**config.mk**
```make
export PLATFORM = sky130hd
export DESIGN_NAME = fetch_redirect_unit
export DESIGN_NICKNAME = d
export VERILOG_FILES = /design/src/rtl/pipeline_pkg.sv /design/src/rtl/ifid_reg.sv /design/src/rtl/fetch_redirect_unit.sv
export SDC_FILE = /design/constraint.sdc
export NUM_CORES = 1
export LEC_CHECK = 0
export BUFFER_PORTS_ARGS = -buffer_cell sky130_fd_sc_hd__buf_2
export CAP_MARGIN = 20
export CORE_UTILIZATION = 45
export CTS_BUF_LIST = sky130_fd_sc_hd__clkbuf_4
export CTS_CLUSTER_DIAMETER = 50
export CTS_CLUSTER_SIZE = 30
export DETAILED_ROUTE_END_ITERATION = 16
export PLACE_DENSITY_LB_ADDON = 0.12
export REMOVE_ABC_BUFFERS = 1
export SLEW_MARGIN = 20
export SYNTH_ARGS = -nofsm -noshare
export SYNTH_HDL_FRONTEND = slang
export SYNTH_HIERARCHICAL = 1
export SYNTH_SLANG_ARGS = --single-unit
```
**constraint.sdc**
```tcl
create_clock -name CLK -period 4.1 [get_ports CLK]
set_input_delay 0.205 -clock CLK [delete_from_list [all_inputs] [get_ports CLK]]
set_output_delay 0.205 -clock CLK [all_outputs]
set_load 0.05 [all_outputs]
```
**src/rtl/pipeline_pkg.sv**
```systemverilog
// Shared definitions for the fetch / IF-ID slice.
//   XLEN          : datapath width
//   NOP_INST_DEF  : default bubble encoding (addi x0,x0,0)
//   fetch_state_e : fetch FSM state encoding
//   align_word()  : forces a byte address down to a word boundary
package pipeline_pkg;

  localparam int XLEN = 32;
  localparam logic [XLEN-1:0] NOP_INST_DEF = 32'h0000_0013;

  typedef enum logic [1:0] {
    ST_IDLE  = 2'd0,
    ST_FETCH = 2'd1,
    ST_DROP  = 2'd2
  } fetch_state_e;

  function automatic logic [XLEN-1:0] align_word(input logic [XLEN-1:0] addr);
    return {addr[XLEN-1:2], 2'b00};
  endfunction

endpackage

```
**src/rtl/ifid_reg.sv**
```systemverilog
// IF/ID pipeline register.
//   clk, rst      : clock, asynchronous active-high reset
//   flush_i       : invalidate contents (inst becomes NOP, pc kept); wins over load
//   load_i        : capture pc_i / inst_i as a live instruction
//   pc_i, inst_i  : incoming fetch
//   pc_o, inst_o, valid_o : register contents
// With neither flush_i nor load_i the register holds.
module ifid_reg
  import pipeline_pkg::*;
#(
  parameter logic [XLEN-1:0] NOP_INST = NOP_INST_DEF
) (
  input  logic            clk,
  input  logic            rst,
  input  logic            flush_i,
  input  logic            load_i,
  input  logic [XLEN-1:0] pc_i,
  input  logic [XLEN-1:0] inst_i,
  output logic [XLEN-1:0] pc_o,
  output logic [XLEN-1:0] inst_o,
  output logic            valid_o
);

  logic [XLEN-1:0] pc_q, pc_d;
  logic [XLEN-1:0] inst_q, inst_d;
  logic            valid_q, valid_d;

  always_comb begin
    pc_d    = pc_q;
    inst_d  = inst_q;
    valid_d = valid_q;
    if (flush_i) begin
      inst_d  = NOP_INST;
      valid_d = 1'b0;
    end else if (load_i) begin
      pc_d    = pc_i;
      inst_d  = inst_i;
      valid_d = 1'b1;
    end
  end

  always_ff @(posedge clk or posedge rst) begin
    if (rst) begin
      pc_q    <= '0;
      inst_q  <= NOP_INST;
      valid_q <= 1'b0;
    end else begin
      pc_q    <= pc_d;
      inst_q  <= inst_d;
      valid_q <= valid_d;
    end
  end

  assign pc_o    = pc_q;
  assign inst_o  = inst_q;
  assign valid_o = valid_q;

endmodule

```
**src/rtl/fetch_redirect_unit.sv**
```systemverilog
// Fetch / redirect unit: owns the PC, the instruction-memory request handshake and
// the IF/ID register, and applies redirect, flush and load-use stall requests.
//   CLK, RST                : clock, asynchronous active-high reset
//   Hazard_Sig, Updated_PC  : redirect request and target
//   FLUSH_IFID, STALL       : IF/ID invalidate, load-use hold
//   I_MEM_REQ/ADDR/RDY/DI   : instruction memory handshake
//   IFID_PC/INST/VALID      : IF/ID register to the decode stage
//   REDIRECT_BUSY           : draining a stale in-flight fetch
//   MISALIGN_ERR            : sticky flag, a redirect target was not word aligned
module fetch_redirect_unit
  import pipeline_pkg::*;
#(
  parameter logic [XLEN-1:0] RESET_PC = 32'h0000_0000,
  parameter logic [XLEN-1:0] NOP_INST = NOP_INST_DEF
) (
  input  logic            CLK,
  input  logic            RST,
  input  logic            Hazard_Sig,
  input  logic [XLEN-1:0] Updated_PC,
  input  logic            FLUSH_IFID,
  input  logic            STALL,
  output logic            I_MEM_REQ,
  output logic [XLEN-1:0] I_MEM_ADDR,
  input  logic            I_MEM_RDY,
  input  logic [XLEN-1:0] I_MEM_DI,
  output logic [XLEN-1:0] IFID_PC,
  output logic [XLEN-1:0] IFID_INST,
  output logic            IFID_VALID,
  output logic            REDIRECT_BUSY,
  output logic            MISALIGN_ERR
);

  fetch_state_e    state_q, state_d;
  logic [XLEN-1:0] pc_q, pc_d;
  logic [XLEN-1:0] pend_q, pend_d;
  logic            mis_q, mis_d;
  logic [XLEN-1:0] redirect_tgt;
  logic            ifid_load;
  logic            ifid_flush;

  assign redirect_tgt = align_word(Updated_PC);

  always_comb begin
    state_d    = state_q;
    pc_d       = pc_q;
    pend_d     = pend_q;
    mis_d      = mis_q;
    ifid_load  = 1'b0;
    ifid_flush = 1'b0;

    if (Hazard_Sig && (state_q != ST_IDLE) && (Updated_PC[1:0] != 2'b00))
      mis_d = 1'b1;

    case (state_q)
      ST_IDLE: state_d = ST_FETCH;

      ST_FETCH: begin
        if (Hazard_Sig) begin
          ifid_flush = 1'b1;
          if (I_MEM_RDY) begin
            pc_d = redirect_tgt;
          end else begin
            // Address must stay put until the outstanding request completes.
            pend_d  = redirect_tgt;
            state_d = ST_DROP;
          end
        end else if (FLUSH_IFID) begin
          // Any response this cycle is dropped and the same PC refetched.
          ifid_flush = 1'b1;
        end else if (STALL) begin
          ifid_flush = 1'b0;
        end else if (I_MEM_RDY) begin
          ifid_load = 1'b1;
          pc_d      = pc_q + 32'd4;
        end else begin
          ifid_flush = 1'b1;
        end
      end

      ST_DROP: begin
        ifid_flush = !(STALL && !FLUSH_IFID && !Hazard_Sig);
        if (Hazard_Sig) begin
          if (I_MEM_RDY) begin
            pc_d    = redirect_tgt;
            state_d = ST_FETCH;
          end else begin
            pend_d = redirect_tgt;
          end
        end else if (I_MEM_RDY) begin
          pc_d    = pend_q;
          state_d = ST_FETCH;
        end
      end

      default: state_d = ST_IDLE;
    endcase
  end

  always_ff @(posedge CLK or posedge RST) begin
    if (RST) begin
      state_q <= ST_IDLE;
      pc_q    <= RESET_PC;
      pend_q  <= '0;
      mis_q   <= 1'b0;
    end else begin
      state_q <= state_d;
      pc_q    <= pc_d;
      pend_q  <= pend_d;
      mis_q   <= mis_d;
    end
  end

  ifid_reg #(.NOP_INST(NOP_INST)) u_ifid (
    .clk     (CLK),
    .rst     (RST),
    .flush_i (ifid_flush),
    .load_i  (ifid_load),
    .pc_i    (pc_q),
    .inst_i  (I_MEM_DI),
    .pc_o    (IFID_PC),
    .inst_o  (IFID_INST),
    .valid_o (IFID_VALID)
  );

  assign I_MEM_REQ     = (state_q != ST_IDLE);
  assign I_MEM_ADDR    = pc_q;
  assign REDIRECT_BUSY = (state_q == ST_DROP);
  assign MISALIGN_ERR  = mis_q;

endmodule

```
==> run summary, run 1 <==
Maximum number of pins on one net before global-route repair: 66. Ranked by instance count, the synthesized netlist is headed by sky130_fd_sc_hd__dfrtp_1 (127), sky130_fd_sc_hd__nor2_1 (53), sky130_fd_sc_hd__mux2_2 (36), sky130_fd_sc_hd__mux2i_1 (36), sky130_fd_sc_hd__mux2_4 (30). At the worst endpoint, the required time is 4.53 ns. The maximum clock skew at final layout is 0.0165 ns, and the global placer's final weighted congestion is 0.792. TritonCTS built the clock tree. Measured along the x axis, the die boundary spans 122 um. In this run the cell area measured after placement is 0.00747 mm2.

Port buffering added 169 buffers. The number of flops mapped to enable cells by yosys is 0. In the final routed layout, each cell accounts on average for 18.1 um. The run gives 5623 as the number of global-route vias before repair.

The first global-routing pass estimated 28500 um of wire. During synthesis, Yosys emitted a total of 6 warnings. The die area was 0.0149 mm2; the total power density per cell area was 797 mW/mm2.

The later pin in the worst-skew pair is clocked with a latency of 0.55 ns. Across all hold checks on the routed design, the worst slack comes to 0.215 ns. Row generation in the floorplan step produced 43 rows. The total wire length after detailed routing was 17900 um; the slew at the pin closest to its max-slew limit was 1.08 ns. Overall overflow remaining after global route: 0. The count of cells in the finished layout, fillers not included, comes to 989. After detailed routing, the number of vias per cell comes to 5.61. The tools report the initial core utilization as 46.5%. The tools report the DRC violations left as 0. Type of element launching the critical path: a flip-flop.

The headroom to the max-slew limit is 28.1%. Setup violations remaining at the end of the flow were counted as 0. Yosys instantiated no cell more often than sky130_fd_sc_hd__dfrtp_1.

Met1 wire length: 7880 um. 0 antenna diodes ended up in the layout. The run gives 0 as the initial antenna violation count. The post-route netlist has 35.4% of its cells at a drive strength greater than 1. The final max-slew violation count is 0, and the total design power is 6.66 mW. Each instance of the synthesized netlist takes up on average 11.3 um2. The flow ran to the end, and the final reports show no timing, DRC or antenna violations. The tools report the number of sinks on the clock net as 130. The post-layout minimum cycle time was 2.93 ns; the count of distinct cell types in the synthesized netlist was 55.

Global routing consumed, over all layers together, 25.0% of the routing resources. The count of endpoints failing hold in the final timing report was 0. Of the synthesized area, sequential elements account for 50.1%. The worst-case setup slack after placement was 1.19 ns. Area share of the largest cell type after synthesis: 48.8%. Across the run, the number of max-cap violations was 0.

In the finished design, the share of the clock period the worst path needs comes to 71.5%. The peak ir drop on the vdd network came out at 542 uV. In this run the static leakage power is 3.83 nW. The cell type with the highest aggregate area in the netlist is sky130_fd_sc_hd__dfrtp_1. Once layout is done, the placed cells without fillers occupy 0.00836 mm2. In this run the deepest clock path goes through 2 buffers.

The tools report the count of antenna-violating nets left after detailed routing as 0. In the synthesized netlist the async set-or-reset flop fraction comes to 100%. Length of routed met3 wiring: 1080 um. The floorplan step set the die height to 122 um. In this run the count of I/O pins placed on the die edge is 170.

At the worst endpoint, the arrival time is 3.36 ns. Flip-flop cell with the highest count after synthesis: sky130_fd_sc_hd__dfrtp_1. The largest fanout on the critical path is 34. For this block, the initial DRC count from the detailed router was 357.

The synthesized netlist occupies a cell area of 0.00651 mm2. Setup repair after global routing left no endpoint under its margin. The number of clock buffers added by TritonCTS is 17.

Counting every instance in the synthesized netlist gives 577. Wire segments on met2 add up to 8630 um in the final route. By area the synthesized netlist is led by sky130_fd_sc_hd__dfrtp_1 (49%), sky130_fd_sc_hd__mux2_4 (6.9%), sky130_fd_sc_hd__mux2_2 (6.2%). The highest clock rate is 341 MHz. Core footprint: 0.0140 mm2. The path class of the tightest hold or removal check is primary input to flip-flop. The area growth from synthesis to layout is 28.4%. In this run the top signal layer used is met4. The tools report the via count as 5550. The first detailed-routing pass ran for 8 iterations.

The synthesized design contains 130 register bits. The tree is rooted in a sky130_fd_sc_hd__clkbuf_4. The type of element capturing the critical path was a flip-flop. The wire-length estimate of the detail-placed layout is 11800 um.

Across all setup checks in the final design, the least slack found is 1.17 ns. The tools report the number of nets in the final layout as 870. The setup path with the least slack is of type flip-flop to flip-flop. Counting tap cells, the placed design contains a total of 892 instances.

The clock tree synthesis step divided the H-tree into 4 levels. The clock-pin slew reported for the worst setup and hold paths after clock tree synthesis came out at 0.11 ns.
==> timing repair <==
item | in CTS | in global routing
gates resized for setup | 0 | 0
hold buffers | 65 | 0
hold endpoints to repair | 161 | 0
buffers inserted | 0 | 0
==> path summary, 6_finish.rpt <==
path	start	endpoint	slack [ns]	cells after the start
max	state_q[0]$_DFFE_PP0P_	u_ifid/pc_o[5]$_DFFE_PP0P_	1.17	8
min	Hazard_Sig	state_q[1]$_DFFE_PP0P_	0.22	3
max reg2reg	state_q[0]$_DFFE_PP0P_	u_ifid/pc_o[5]$_DFFE_PP0P_	1.17	8
min reg2reg	MISALIGN_ERR$_DFFE_PP0P_	MISALIGN_ERR$_DFFE_PP0P_	0.49	1
max in group asynchronous	RST	u_ifid/inst_o[1]$_DFFE_PP1P_	2.88	4
min in group asynchronous	RST	u_ifid/inst_o[27]$_DFFE_PP0P_	0.28	3
==> cells in the final DEF, fill, tap and decap left out, types with 4 or more instances in the layout <==
| cell type | n |
|---|---|
| sky130_fd_sc_hd__nor2b_1 | 6 |
| sky130_fd_sc_hd__dlygate4sd3_1 | 65 |
| sky130_fd_sc_hd__dfrtp_1 | 127 |
| sky130_fd_sc_hd__a221oi_1 | 4 |
| sky130_fd_sc_hd__o21ai_0 | 15 |
| sky130_fd_sc_hd__clkinv_1 | 6 |
| sky130_fd_sc_hd__o211ai_1 | 7 |
| sky130_fd_sc_hd__nor3_1 | 10 |
| sky130_fd_sc_hd__nor4_1 | 6 |
| sky130_fd_sc_hd__o41ai_1 | 4 |
| sky130_fd_sc_hd__or4_1 | 6 |
| sky130_fd_sc_hd__and4_1 | 6 |
| sky130_fd_sc_hd__nor2_1 | 53 |
| sky130_fd_sc_hd__mux2_2 | 36 |
| sky130_fd_sc_hd__nand2_1 | 22 |
| sky130_fd_sc_hd__mux2_4 | 30 |
| sky130_fd_sc_hd__a22o_1 | 11 |
| sky130_fd_sc_hd__clkbuf_4 | 18 |
| sky130_fd_sc_hd__o22ai_1 | 8 |
| sky130_fd_sc_hd__o31a_1 | 5 |
| sky130_fd_sc_hd__buf_2 | 169 |
| sky130_fd_sc_hd__ha_1 | 4 |
| sky130_fd_sc_hd__nand3_1 | 13 |
| sky130_fd_sc_hd__o2bb2ai_1 | 4 |
| sky130_fd_sc_hd__or3_1 | 6 |
| sky130_fd_sc_hd__buf_4 | 10 |
| sky130_fd_sc_hd__inv_1 | 16 |
| sky130_fd_sc_hd__a21oi_1 | 17 |
| sky130_fd_sc_hd__a222oi_1 | 4 |
| sky130_fd_sc_hd__a22oi_1 | 10 |
| sky130_fd_sc_hd__clkinvlp_4 | 4 |
| sky130_fd_sc_hd__mux2i_1 | 36 |
| sky130_fd_sc_hd__nand4_1 | 13 |
| sky130_fd_sc_hd__nand2b_1 | 6 |
==> sequential cells by signal, indices dropped and copies added (netlist names) <==
| register | count |
|---|---|
| I_MEM_ADDR | 32 |
| u_ifid/inst_o | 32 |
| u_ifid/pc_o | 32 |
| pend_q | 30 |
| state_q | 2 |
| MISALIGN_ERR | 1 |
| u_ifid/valid_o | 1 |
==> report_power, final <==
| part | switching, mW | internal (mW) | leakage (nW) |
|---|---|---|---|
| Sequential | 0.538 | 1.82 | 1.62 |
| Clock | 0.463 | 0.290 | 0.119 |
| Combinational | 2.42 | 1.13 | 2.09 |
==> worst max-delay path: stages, from the launching register on <==
cell,delay [ns]
sky130_fd_sc_hd__dfrtp_1,0.39
sky130_fd_sc_hd__inv_1,0.07
sky130_fd_sc_hd__ha_1,0.41
sky130_fd_sc_hd__a21oi_1,0.32
sky130_fd_sc_hd__a211oi_4,0.07
sky130_fd_sc_hd__buf_4,0.25
sky130_fd_sc_hd__nor2b_4,0.64
sky130_fd_sc_hd__buf_4,0.35
sky130_fd_sc_hd__mux2_4,0.32
==> per-layer routing <==
layer | GRT usage (%) | vias up
met5 | 0 | -
met4 | 8.23 | 0
met3 | 4.65 | 21
met2 | 41.9 | 208
met1 | 32.5 | 2722
li1 | - | 2599
==> cells by family after synthesis <==
kind of cell / synth area share [%]
AND/OR/NAND/NOR: 13.0
buffers and inverters: 4.27
flip-flops: 50.1
adder cells (fa/ha/maj): 0.769
AO/OA/AOI/OAI: 13.2
multiplexers: 18.7
==> metrics by stage <==
step | TNS [ns] | utilization (%)
global route | 0 | 59.7
floorplan | -85.33 | -
CTS | 0 | 59.7
detailed placement | 0 | 53.4
finish | 0 | 59.7
global placement | 0 | 53.4
==> final cells by class <==
cell class / count / area (um2)
clock buffer: 18 / 135
clock inverter: 14 / 97.6
fill: 1220 / 5630
inverter: 18 / 67.6
multi-input combinational: 385 / 3000
sequential: 130 / 3260
tap: 180 / 225
timing repair buffer: 244 / 1570
(Power assumes the default switching activity.)
==> run 2, diff against run 1 <==
Clock period 4.1 ns to 2.5 ns, I/O delays scaled along.
==> run summary, run 2 (same netlist as run 1, synthesis figures left out) <==
Setup slack after layout: 0.214 ns (-0.956 ns). The first-pass GRT wire length is 27900 um (-2.1%). The boundary pin count was 170 (unchanged); the number of fillers in the final layout was 1187 (-2.7%). Setup repair after global routing left no endpoint under its margin. The clock buffer count from CTS was 17 (unchanged); the number of nets in the final layout was 884 (+1.6%). H-tree level count: 4 (unchanged). The area added between synthesis and finish was 31.2%; the number of buffers on the longest clock path was 2 (unchanged). Leakage power figure: 3.93 nW (+2.5%).

The final period utilization works out to 91.4% (+20 points). Clock tree synthesis selected as its root buffer the cell sky130_fd_sc_hd__clkbuf_4. The met3 track demand over resource was 4.37% (-0.28 points); the routed length per instance was 18.0 um (-0.48%). The tools report the core footprint as 0.0140 mm2 (unchanged). The met2 usage in global routing was 40.9% (-1.1 points); the worst endpoint required time was 2.97 ns (-1.56 ns). Leaving out fill and tap cells, the most frequent cell in the layout is sky130_fd_sc_hd__buf_2. The tools report the initial antenna violation count as 1 (+1). The maximum number of pins on one net before global-route repair was 37 (-44%).

The total power density per cell area was 1310 mW/mm2 (+64%). For the overall overflow remaining after global route, the log shows 0 (unchanged). The peak ir drop on the vdd network is 721 uV (+33%).

For the via count, the log shows 5620 (+1.3%). Clock latency on the worst-skew pair: 0.54 ns (about the same). The run gives 2.76 ns (-0.60 ns) as the data arrival time at the worst-slack endpoint. Setup violation total in the final timing report: 0 (unchanged). The placed wire-length estimate after detailed placement came out at 11900 um (+1.2%). The library cells used most frequently in the layout, excluding fill and tap cells, are sky130_fd_sc_hd__buf_2 (169), sky130_fd_sc_hd__dfrtp_1 (127), sky130_fd_sc_hd__dlygate4sd3_1 (65). The run gives 43 (unchanged) as the row count.

The run gives 0.242 ns (-0.943 ns) as the worst-case setup slack after placement. The number of vias per cell after detailed routing was 5.60 (-0.25%); the final instance area was 0.00854 mm2 (+2.2%). The initial core utilization is 46.5% (unchanged). The logs give 0 (unchanged) for the number of max-capacitance violations reported and 1004 (+1.5%) for the number of non-filler instances in the completed layout. For the number of sinks on the clock net, the log shows 130 (unchanged). Vertical die dimension: 122 um (unchanged). The logs give 0.813 (+2.6%) for the global placer's final weighted congestion and 0 (unchanged) for the DRC violations left.

The count of antenna-violating nets left after detailed routing was 0 (unchanged); the post-layout minimum cycle time was 2.29 ns (-0.644 ns). The tools report the number of setup buffers added after CTS as 0 (unchanged). TritonCTS built the clock tree. The clock-pin slew reported for the worst setup and hold paths after clock tree synthesis was 0.12 ns (about the same); the total track usage was 24.5% (-0.50 points). The logs give 437 MHz (+28%) for the highest clock rate and 0 (unchanged) for the count of endpoints failing hold in the final timing report. The tools report the quantity of hold-fixing buffers added after cts as 65 (unchanged). The slew at the pin closest to its max-slew limit is 0.806 ns (-0.273 ns). The class of the worst hold path was primary input to flip-flop. The setup TNS came out at 0 ns (unchanged).

STA classifies the critical path startpoint as a flip-flop. The global-route layer with the greatest usage was met2. The logs give 31.0% (-1.5 points) for the met1 usage and 0.00761 mm2 (+1.9%) for the instance area after placement. The number of global-route vias before repair was 5593 (-0.53%); the width of the die was 122 um (unchanged).

The total wire length after detailed routing came out at 18000 um (+1.0%). STA classifies the critical path endpoint as a flip-flop. For the headroom to the max-slew limit, the log shows 46.3% (+18 points).

The placed instance count was 906 (+1.6%); the count of routing violations after the opening detailed-route iteration was 389 (+9.0%). The total design power was 11.2 mW (+68%). The run gives 4 (-4) as the detailed-routing iteration count for the pre-antenna-repair pass.

The run finished with clean final reports. Number of buffers added on ports: 169 (unchanged). Largest fanout on the critical path: 7 (-79%). The run gives 0.0159 ns (-0.000615 ns) as the maximum clock skew at final layout. The die area was 0.0149 mm2 (unchanged). The post-cts repair resize count was 0 (unchanged). Proportion of layout cells with a drive suffix above 1: 36.9% (+1.6 points). The critical path in this run is classified as flip-flop to flip-flop. The final max-slew violation count came out at 0 (unchanged).
## run 2: cell types whose count changed in the layout (fill, tap and decap cells not counted), sizes merged
cell	change
buf	+14
clkinv	-2
bufinv	+1
clkbuf	-1
clkinvlp	+1
diode	+1
inv	+1
## run 2: layer usage
| layer | vias to the layer above | part of all wire, % |
|---|---|---|
| met1 | 2775 | 45 |
| met3 | 29 | 5.3 |
| met2 | 198 | 48 |
| met5 | - | 0 |
| met4 | 0 | 2.1 |
| li1 | 2618 | - |
## run 2: cell type report
type / instances / area [um2] / share of cell area (%)
diodes: 1 / 2.50 / 0.0293
clock buffers: 17 / 128 / 1.49
clock inverters: 15 / 143 / 1.67
inverters: 18 / 67.6 / 0.791
multi-input cells: 385 / 3000 / 35.2
flip-flops and latches: 130 / 3260 / 38.1
well taps: 180 / 225 / 2.64
repair buffers: 258 / 1710 / 20.1
## run 2: power breakdown
part | internal [mW] | switching, mW
logic | 1.97 | 4.08
registers | 2.98 | 0.790
clock network | 0.580 | 0.796
total | 5.53 | 5.66
## run 2: path summary, 6_finish.rpt
path                                            from                            to  slack, ns  cells past startpoint
max in group asynchronous                        RST  u_ifid/inst_o[0]$_DFFE_PP1P_       1.52                      4
hold / removal                            Hazard_Sig    I_MEM_ADDR[23]$_DFFE_PP0P_       0.10                      4
min in group asynchronous                        RST   u_ifid/pc_o[19]$_DFFE_PP0P_       0.26                      3
setup / recovery           I_MEM_ADDR[3]$_DFFE_PP0P_    I_MEM_ADDR[30]$_DFFE_PP0P_       0.21                      5
setup reg to reg           I_MEM_ADDR[3]$_DFFE_PP0P_    I_MEM_ADDR[30]$_DFFE_PP0P_       0.21                      5
hold reg to reg             MISALIGN_ERR$_DFFE_PP0P_      MISALIGN_ERR$_DFFE_PP0P_       0.48                      1
## run 2: worst max-delay path, stage by stage (launching register included)
cell,delay (ns)
sky130_fd_sc_hd__dfrtp_1,0.46
sky130_fd_sc_hd__ha_1,0.24
sky130_fd_sc_hd__nand3_1,0.12
sky130_fd_sc_hd__or4_1,0.69
sky130_fd_sc_hd__or4_1,0.52
sky130_fd_sc_hd__o211ai_1,0.18
## run 2: stage by stage
stage,utilization (%),hold slack (ns)
6_report,61.0,0.100
5_1_grt,61.0,0.105
4_1_cts,61.0,0.0452
2_1_floorplan,-,0.251
3_5_place_dp,54.4,0.274
3_3_place_gp,54.4,0.271
